--- src/rtl/port_serial_tx.sv ---
// Port-bus serial transmitter: CPU writes bytes to DATA, they queue in a FIFO and
// leave on tx as 8N1 frames. STATUS/CONTROL expose FIFO state and a transmit enable.
module port_serial_tx #(
  parameter int unsigned          WORD_SIZE  = 16,
  parameter logic [WORD_SIZE-1:0] BASE_ADDR  = 'h10,
  parameter int unsigned          FIFO_DEPTH = 4,
  parameter int unsigned          BIT_CYCLES = 4
) (
  input  logic                 clk,
  input  logic                 do_reset_n,
  input  logic [WORD_SIZE-1:0] portaddr,
  input  logic [WORD_SIZE-1:0] portval,
  input  logic                 portget,
  input  logic                 portset,
  output logic [WORD_SIZE-1:0] portout,
  output logic                 tx
);

  localparam int unsigned CNT_W = $clog2(FIFO_DEPTH) + 1;
  localparam int unsigned PTR_W = $clog2(FIFO_DEPTH);
  localparam int unsigned CYC_W = (BIT_CYCLES > 1) ? $clog2(BIT_CYCLES) : 1;

  localparam logic [CYC_W-1:0]     CycLast  = CYC_W'(BIT_CYCLES - 1);
  localparam logic [CNT_W-1:0]     CntFull  = CNT_W'(FIFO_DEPTH);
  localparam logic [WORD_SIZE-1:0] AddrData = BASE_ADDR;
  localparam logic [WORD_SIZE-1:0] AddrStat = BASE_ADDR + WORD_SIZE'(1);
  localparam logic [WORD_SIZE-1:0] AddrCtrl = BASE_ADDR + WORD_SIZE'(2);

  typedef enum logic [1:0] {StIdle, StStart, StData, StStop} state_e;

  // Register state
  state_e           state_q, state_d;
  logic [CNT_W-1:0] count_q, count_d;
  logic [PTR_W-1:0] wr_ptr_q, wr_ptr_d;
  logic [PTR_W-1:0] rd_ptr_q, rd_ptr_d;
  logic [CYC_W-1:0] cyc_q, cyc_d;
  logic [2:0]       bit_q, bit_d;
  logic [7:0]       shift_q, shift_d;
  logic             tx_q, tx_d;
  logic             overflow_q, overflow_d;
  logic             enable_q, enable_d;
  logic [7:0]       mem_q [FIFO_DEPTH];

  // Decode and handshake
  logic hit_data, hit_stat, hit_ctrl;
  logic full, empty, busy;
  logic wr_data, push, pop;
  logic [WORD_SIZE-1:0] status;

  // Only the low byte of a DATA write is stored.
  logic unused_portval;
  assign unused_portval = ^portval[WORD_SIZE-1:8];

  assign hit_data = (portaddr == AddrData);
  assign hit_stat = (portaddr == AddrStat);
  assign hit_ctrl = (portaddr == AddrCtrl);

  assign full  = (count_q == CntFull);
  assign empty = (count_q == '0);
  assign busy  = (state_q != StIdle);

  // Full/empty are pre-edge, so a push on full drops even if a pop lands on the same edge.
  assign wr_data = portset & hit_data;
  assign push    = wr_data & ~full;
  assign pop     = (state_q == StIdle) & enable_q & ~empty;

  always_comb begin
    count_d    = count_q;
    wr_ptr_d   = wr_ptr_q;
    rd_ptr_d   = rd_ptr_q;
    overflow_d = overflow_q;
    enable_d   = enable_q;

    if (push) begin
      wr_ptr_d = wr_ptr_q + PTR_W'(1);
    end
    if (pop) begin
      rd_ptr_d = rd_ptr_q + PTR_W'(1);
    end

    unique case ({push, pop})
      2'b10:   count_d = count_q + CNT_W'(1);
      2'b01:   count_d = count_q - CNT_W'(1);
      default: count_d = count_q;
    endcase

    if (wr_data && full) begin
      overflow_d = 1'b1;
    end
    if (portset && hit_stat && portval[3]) begin
      overflow_d = 1'b0;
    end
    if (portset && hit_ctrl) begin
      enable_d = portval[0];
    end
  end

  always_comb begin
    state_d = state_q;
    cyc_d   = cyc_q;
    bit_d   = bit_q;
    shift_d = shift_q;

    unique case (state_q)
      StIdle: begin
        if (pop) begin
          state_d = StStart;
          shift_d = mem_q[rd_ptr_q];
          cyc_d   = '0;
          bit_d   = '0;
        end
      end
      StStart: begin
        if (cyc_q == CycLast) begin
          state_d = StData;
          cyc_d   = '0;
          bit_d   = '0;
        end else begin
          cyc_d = cyc_q + CYC_W'(1);
        end
      end
      StData: begin
        if (cyc_q == CycLast) begin
          cyc_d = '0;
          if (bit_q == 3'd7) begin
            state_d = StStop;
          end else begin
            bit_d   = bit_q + 3'd1;
            shift_d = {1'b0, shift_q[7:1]};
          end
        end else begin
          cyc_d = cyc_q + CYC_W'(1);
        end
      end
      StStop: begin
        if (cyc_q == CycLast) begin
          state_d = StIdle;
          cyc_d   = '0;
        end else begin
          cyc_d = cyc_q + CYC_W'(1);
        end
      end
      default: state_d = StIdle;
    endcase

    // tx is registered, so derive it from the state being entered.
    unique case (state_d)
      StIdle:  tx_d = 1'b1;
      StStart: tx_d = 1'b0;
      StData:  tx_d = shift_d[0];
      StStop:  tx_d = 1'b1;
      default: tx_d = 1'b1;
    endcase
  end

  always_ff @(posedge clk or negedge do_reset_n) begin
    if (!do_reset_n) begin
      state_q    <= StIdle;
      count_q    <= '0;
      wr_ptr_q   <= '0;
      rd_ptr_q   <= '0;
      cyc_q      <= '0;
      bit_q      <= '0;
      shift_q    <= '0;
      tx_q       <= 1'b1;
      overflow_q <= 1'b0;
      enable_q   <= 1'b1;
    end else begin
      state_q    <= state_d;
      count_q    <= count_d;
      wr_ptr_q   <= wr_ptr_d;
      rd_ptr_q   <= rd_ptr_d;
      cyc_q      <= cyc_d;
      bit_q      <= bit_d;
      shift_q    <= shift_d;
      tx_q       <= tx_d;
      overflow_q <= overflow_d;
      enable_q   <= enable_d;
    end
  end

  // Storage needs no reset: the count alone decides which entries are live.
  always_ff @(posedge clk) begin
    if (push) begin
      mem_q[wr_ptr_q] <= portval[7:0];
    end
  end

  always_comb begin
    status              = '0;
    status[0]           = full;
    status[1]           = empty;
    status[2]           = busy;
    status[3]           = overflow_q;
    status[4]           = enable_q;
    status[8 +: CNT_W]  = count_q;
  end

  // Undriven reads return 0 so several responders can be ORed onto one bus.
  always_comb begin
    portout = '0;
    if (portget) begin
      if (hit_stat) begin
        portout = status;
      end else if (hit_ctrl) begin
        portout = {{(WORD_SIZE-1){1'b0}}, enable_q};
      end
    end
  end

  assign tx = tx_q;

endmodule
--- config.mk ---
export PLATFORM = sky130hd
export DESIGN_NAME = port_serial_tx
export DESIGN_NICKNAME = d
export VERILOG_FILES = /design/src/rtl/port_serial_tx.sv
export SDC_FILE = /design/constraint.sdc
export NUM_CORES = 1
export LEC_CHECK = 0
export CAP_MARGIN = 20
export CORE_ASPECT_RATIO = 1.75
export CORE_UTILIZATION = 50
export CTS_BUF_LIST = sky130_fd_sc_hd__clkbuf_8
export DETAILED_ROUTE_END_ITERATION = 10
export PLACE_DENSITY = 0.79
export SYNTH_ARGS = -nofsm -noshare
export SYNTH_HDL_FRONTEND = slang
export SYNTH_SLANG_ARGS = --single-unit
export TNS_END_PERCENT = 100
--- constraint.sdc ---
create_clock -name clk -period 2.91 [get_ports clk]
set_input_delay 0.582 -clock clk [delete_from_list [all_inputs] [get_ports clk]]
set_output_delay 0.582 -clock clk [all_outputs]
set_load 0.005 [all_outputs]
==> impl_metrics.json, run 1 <==
{
  "setup_viol": 0,
  "root_buffer": "clkbuf_8",
  "criticalPathCategory": "input port to output port",
  "antenna_cells": 0,
  "grt_setup_unrepaired": "false",
  "finalMaxSlewViolations": 0,
  "outcome": "finished, final reports clean",
  "path_delay_family": "simple AND/OR/NAND/NOR gates",
  "drt-pass1-iter-count": 4,
  "ant_nets": 0,
  "ff2ff_setup_slack_ns": 0.63,
  "ys_seq_elements": 57,
  "die_w_um": 57.6,
  "holdPathStages": 1,
  "synth_compound_area_share_pct": 6.44,
  "power_frac_clock_pct": 45.5,
  "synth_area_leaders": "edfxtp_1 36%, dfrtp_1 21%, mux4_1 4.9%",
  "routed_wl_mm": 4.67,
  "fp-row-count": 35,
  "post-dp-hpwl_mm": 3.28,
  "irDropWorstVdd_uv": 456,
  "clock-sinks": 57,
  "setup_tns_ns": 0,
  "h-tree-depth": 3,
  "ys_types": 50,
  "timing.hold.worst.class": "flop to flop",
  "synth_xor_area_share_pct": 2.27,
  "pwr-share-comb_pct": 3.8,
  "grt_antenna_before_repair": 0,
  "dieArea_mm2": 0.00571,
  "dpl_cell_area_mm2": 0.00309,
  "gp_congestion": 0.746,
  "p_switching_uw": 327,
  "final_net_count": 285,
  "synthFlopType": "edfxtp_1",
  "crit_buf_inv": 3,
  "synth_fa_ha_area_share_pct": 4.91,
  "post_drt_wl_per_cell_um": 15.6,
  "grt_max_degree": 26,
  "wirelength_met1_mm": 1.90,
  "timing.rr.start": "count_q[1]",
  "grt_use_total_pct": 18.5,
  "min_to": "bit_q[0]",
  "yosysTopAreaCellShare_pct": 35.6,
  "nFillCells": 391,
  "cp-end-kind": "output port",
  "yosys.area.top_type": "edfxtp_1",
  "holdCritStartpoint": "bit_q[0]",
  "globalRouteOverflowTotal": 0,
  "fin_skew_ns": 0.00668,
  "cp_max_fo": 5,
  "cts_buffer_depth": 2,
  "worstPathCellList": "clkdlybuf4s50_1 -> nor4_1 -> and4_1 -> and3_4 -> buf_4 -> and2_2 -> dlygate4sd2_1",
  "path_clk_slew_ns": 0.06,
  "slowest_stage": "clkdlybuf4s50_1",
  "start_util_pct": 51.8,
  "drtIter0Drc": 30,
  "top_layer": "met4",
  "fin_area_mm2": 0.00333,
  "fp.dieH_um": 99.2,
  "tightest_slew_ns": 0.521,
  "min_period_ns": 2.73,
  "cap_violations": 0,
  "clock.fmax_mhz": 366,
  "synth-seq-area-share_pct": 58.9,
  "synth_common_cells": "32 x edfxtp_1, 23 x dfrtp_1, 14 x nand2_1, 10 x inv_1",
  "syn_to_final_growth_pct": 23.2,
  "synth_top_family_by_area": "simple AND/OR/NAND/NOR gates",
  "cp_slowest_stage_delay_ns": 0.39,
  "final_util_pct": 63.8,
  "syn_avg_cell_area_um2": 13.9,
  "pin_count": 53,
  "cp.required_ns": 2.33,
  "crit_path_start_kind": "input port",
  "num_vias": 1646,
  "syn-instance-count": 194,
  "grt_first_pass_wirelength_mm": 7.68,
  "final_layout_size_suffix_gt1_share_pct": 15.2,
  "io_buffers": 36,
  "power_leakage_uw": 0.00140,
  "intPower_uw": 1370,
  "vias_per_cell": 5.51,
  "wl_met3_um": 113,
  "wl_met2_mm": 2.58,
  "drc": 0,
  "synth-edff-count": 32,
  "cts_tree": "built",
  "syn_area_mm2": 0.00270,
  "p_per_area_mw_per_mm2": 510,
  "min_period_over_period_pct": 93.9,
  "synth-async-reset-ratio_pct": 43.9,
  "cts_buffers": 9,
  "worstRegToRegCells": 10,
  "relSlewSlack_pct": 65.2,
  "timing.rr.end": "count_q[2]",
  "yosys.area_share.simple_pct": 13.0,
  "grt_pass1_vias": 1625,
  "finalHoldViolations": 0,
  "synth.most_common_cell": "edfxtp_1",
  "yosysWarningCount": 0,
  "yosys-mux-area-fraction_pct": 8.94,
  "p_sw_share_pct": 19.3,
  "core_area_mm2": 0.00521,
  "worstPathArrival_ns": 2.15,
  "seqPwrFrac_pct": 50.7,
  "clock_latency_ns": 0.32
}
[layer usage]
layer  global-route usage [%]  vias to the layer above
met4                     7.50                        0
met2                     32.4                       25
li1                         -                      787
met3                     5.07                        6
met5                        0                        -
met1                     20.8                      828
[worst register-to-register path, stage by stage (launching register included)]
cell     delay [ns]
dfrtp_1        0.41
nor3b_1        0.39
nor3_1         0.10
and3_1         0.21
inv_1          0.06
ha_1           0.17
inv_1          0.06
fa_1           0.37
xor2_1         0.15
nor2_1         0.14
xor2_1         0.15
[layout by cell type, fill, tap and decap left out, types with 5 or more instances in the layout]
cell type	count
and2_0	5
clkdlybuf4s50_1	28
clkbuf_8	9
a221o_1	6
dlygate4sd2_1	5
mux4_1	5
nor2_1	5
edfxtp_1	32
dfrtp_1	23
nand2_1	14
ha_1	9
a21oi_1	6
inv_1	11
buf_4	6
and2_1	9
conb_1	8
xnor2_1	5
[sequential cells by signal, summed over array words and instances, names as in the netlist]
name / cells
cyc_q: 2
wr_ptr_q: 2
mem_q: 32
tx: 1
bit_q: 3
enable_q: 1
overflow_q: 1
shift_q: 8
state_q: 2
rd_ptr_q: 2
count_q: 3
[stage by stage]
| step | hold WS [ns] | setup slack [ns] | total power (uW) | std cells |
|---|---|---|---|---|
| floorplan | 0.286 | 0.581 | 895 | 201 |
| global placement | 0.476 | -0.0657 | 938 | 282 |
| detailed placement | 0.476 | -0.0659 | 940 | 282 |
| CTS | 0.485 | 0.00558 | 1710 | 298 |
| global route | 0.507 | 0.0535 | 1760 | 299 |
| finish | 0.482 | 0.177 | 1700 | 299 |
[power groups by stage]
stage,clock (uW),combinational [uW],sequential (uW)
after floorplan,0,19.5,876
after global placement,0,61.6,877
after detailed placement,0,63.4,877
after CTS,789,64.5,861
after global routing,827,70.9,861
final,773,64.5,861
[worst max-delay path by stage]
stage	start	to	slack [ns]	cells after the start
final	portaddr[6]	portout[8]	0.18	7
after global routing	portaddr[6]	portout[8]	0.05	7
after CTS	portaddr[10]	portout[3]	0.006	6
after detailed placement	portaddr[6]	portout[2]	-0.07	6
after global placement	portaddr[6]	portout[2]	-0.07	6
after floorplan	portaddr[3]	count_q[2]	0.58	11
[cells by family (layout without fill, tap and decap cells)]
| family | Yosys count | in the layout |
|---|---|---|
| multiplexers | 12 | 12 |
| adder cells (fa/ha/maj) | 10 | 10 |
| buffers and inverters | 26 | 69 |
| XOR/XNOR | 7 | 7 |
| AO/OA/AOI/OAI | 23 | 23 |
| flip-flops | 57 | 57 |
| AND/OR/NAND/NOR | 58 | 58 |
| other | 1 | 8 |
[final cells by class]
type / count / area (um^2) / share of cell area, %
Clock inverter: 7 / 86.3 / 2.59
Clock buffer: 9 / 124 / 3.72
Timing Repair Buffer: 42 / 407 / 12.2
Multi-Input combinational cell: 118 / 1010 / 30.3
Sequential cell: 57 / 1590 / 47.8
Tap cell: 55 / 68.8 / 2.07
Inverter: 11 / 43.8 / 1.32
[what timing repair did]
item,in CTS,in global routing
gates cloned,0,0
endpoints found under the setup margin,8,3
pin swaps,2,2
hold buffers,0,0
gates resized for setup,7,4
endpoints found under the hold margin,0,0
buffers inserted,0,1
(Power assumes the default switching activity.)
==> run 2: changes to the inputs <==
SKIP_LAST_GASP = 1   (was not set)
==> impl_metrics.json, run 2 (synthesis results as in run 1) <==
{
  "cp_max_fo": 5,
  "cp_slowest_stage_delay_ns": 0.39,
  "tightest_slew_ns": 0.521,
  "drtIter0Drc": 30,
  "cts_tree": "built",
  "cts_buffer_depth": 2,
  "largest_reg_flops": 32,
  "final_cell_mix": "32 x edfxtp_1, 28 x clkdlybuf4s50_1, 23 x dfrtp_1",
  "clock-sinks": 57,
  "post-dp-hpwl_mm": 3.28,
  "outcome": "finished, final reports clean",
  "core_area_mm2": 0.00521,
  "multi_input_area_mm2": 0.00101,
  "grt_antenna_before_repair": 0,
  "final_layout_size_suffix_gt1_share_pct": 15.2,
  "timing.hold.worst.class": "flop to flop",
  "final_net_count": 285,
  "relSlewSlack_pct": 65.2,
  "crit_buf_inv": 3,
  "ctsHoldBuffers": 0,
  "hold_ws_ns": 0.482,
  "cp-end-kind": "output port",
  "power_leakage_uw": 0.00141,
  "globalRouteOverflowTotal": 0,
  "regMostFlops": "mem_q",
  "cp.required_ns": 2.33,
  "finalMaxSlewViolations": 0,
  "ant_nets": 0,
  "antenna_cells": 0,
  "criticalPathCategory": "input port to output port",
  "dieArea_mm2": 0.00571,
  "syn_to_final_growth_pct": 23.4,
  "fp.dieH_um": 99.2,
  "fin_skew_ns": 0.00668,
  "path_delay_family": "simple AND/OR/NAND/NOR gates",
  "num_vias": 1646,
  "p_per_area_mw_per_mm2": 510,
  "start_util_pct": 51.8,
  "worstPathArrival_ns": 2.15,
  "post_drt_wl_per_cell_um": 15.6,
  "path_clk_slew_ns": 0.06,
  "gp_congestion": 0.746,
  "dp.cells": 282,
  "drt-pass1-iter-count": 4,
  "min_period_over_period_pct": 93.9,
  "grt_max_degree": 26,
  "grt_first_pass_wirelength_mm": 7.68,
  "crit_path_start_kind": "input port",
  "cts_buffers": 9,
  "root_buffer": "clkbuf_8",
  "slowest_stage": "clkdlybuf4s50_1",
  "ff2ff_setup_slack_ns": 0.63,
  "cap_violations": 0,
  "worstPathCellList": "clkdlybuf4s50_1 -> nor4_1 -> and4_1 -> and3_4 -> buf_4 -> and2_2 -> dlygate4sd2_1",
  "pin_count": 53,
  "stdcell_count": 299,
  "reg_top3": "mem_q x32, shift_q x8",
  "seqCellArea_mm2": 0.00159,
  "irDropWorstVdd_uv": 456,
  "nFillCells": 390,
  "min_period_ns": 2.73,
  "setup_viol": 0,
  "drc": 0,
  "h-tree-depth": 3,
  "clock.fmax_mhz": 366,
  "io_buffers": 36,
  "routed_wl_mm": 4.67,
  "die_w_um": 57.6,
  "grt_pass1_vias": 1625,
  "fp-row-count": 35,
  "finalHoldViolations": 0,
  "grt_use_total_pct": 18.5,
  "vias_per_cell": 5.51,
  "grt_setup_unrepaired": "false",
  "clock_latency_ns": 0.32,
  "final_common_cell": "edfxtp_1"
}
[run 2: cell types whose count changed in the layout (fill, tap and decap cells not counted)]
| cell | previous run | this run |
|---|---|---|
| dlygate4sd2_1 | 5 | 4 |
| dlymetal6s2s_1 | 3 | 4 |
[run 2: layout make-up]
type                            instances  share of cell area [%]
Clock buffer                            9                    3.72
Clock inverter                          7                    2.59
Inverter                               11                    1.31
Multi-Input combinational cell        118                    30.3
Sequential cell                        57                    47.7
Tap cell                               55                    2.07
Timing Repair Buffer                   42                    12.3
[run 2: path summary, 6_finish.rpt]
path                                   from         end  cells after the start
worst max-delay path            portaddr[6]  portout[8]                      7
worst min-delay path               bit_q[0]    bit_q[0]                      1
worst max register to register   count_q[1]  count_q[2]                     10
worst min register to register     bit_q[0]    bit_q[0]                      1
max in group asynchronous        do_reset_n    enable_q                      2
min in group asynchronous        do_reset_n  count_q[2]                      2
[run 2: metrics by stage]
step / TNS, ns / utilization (%) / worst slack [ns] / cell area, um^2 / power [uW]
floorplan: 0 / - / 0.581 / 2730 / 895
global placement: -0.375 / 59.3 / -0.0657 / 3090 / 938
detailed placement: -0.379 / 59.3 / -0.0659 / 3090 / 940
CTS: -0.0122 / 63.5 / -0.0122 / 3310 / 1710
global route: 0 / 63.9 / 0.0535 / 3330 / 1760
finish: 0 / 63.9 / 0.177 / 3330 / 1700
[run 2: timing repair]
action	CTS	global route
pin swaps	2	2
buffers inserted	0	1
endpoints found under the setup margin	8	4
resized for setup	6	5
[run 2: routing by layer]
metal  vias to the layer above  global-route usage [%]  share of wire, %
li1                        787                       -                 -
met1                       828                    20.8                41
met2                        25                    32.4                55
met3                         6                    5.07               2.4
met4                         0                    7.50               1.5
met5                         -                       0                 0
[run 2: power breakdown]
part	leakage [uW]	total, uW	switching (uW)	internal (uW)
clock	0.000112	773	299	474
combinational	0.000682	64.5	25.2	39.3
sequential	0.000619	861	3.26	858
total	0.00141	1700	327	1370
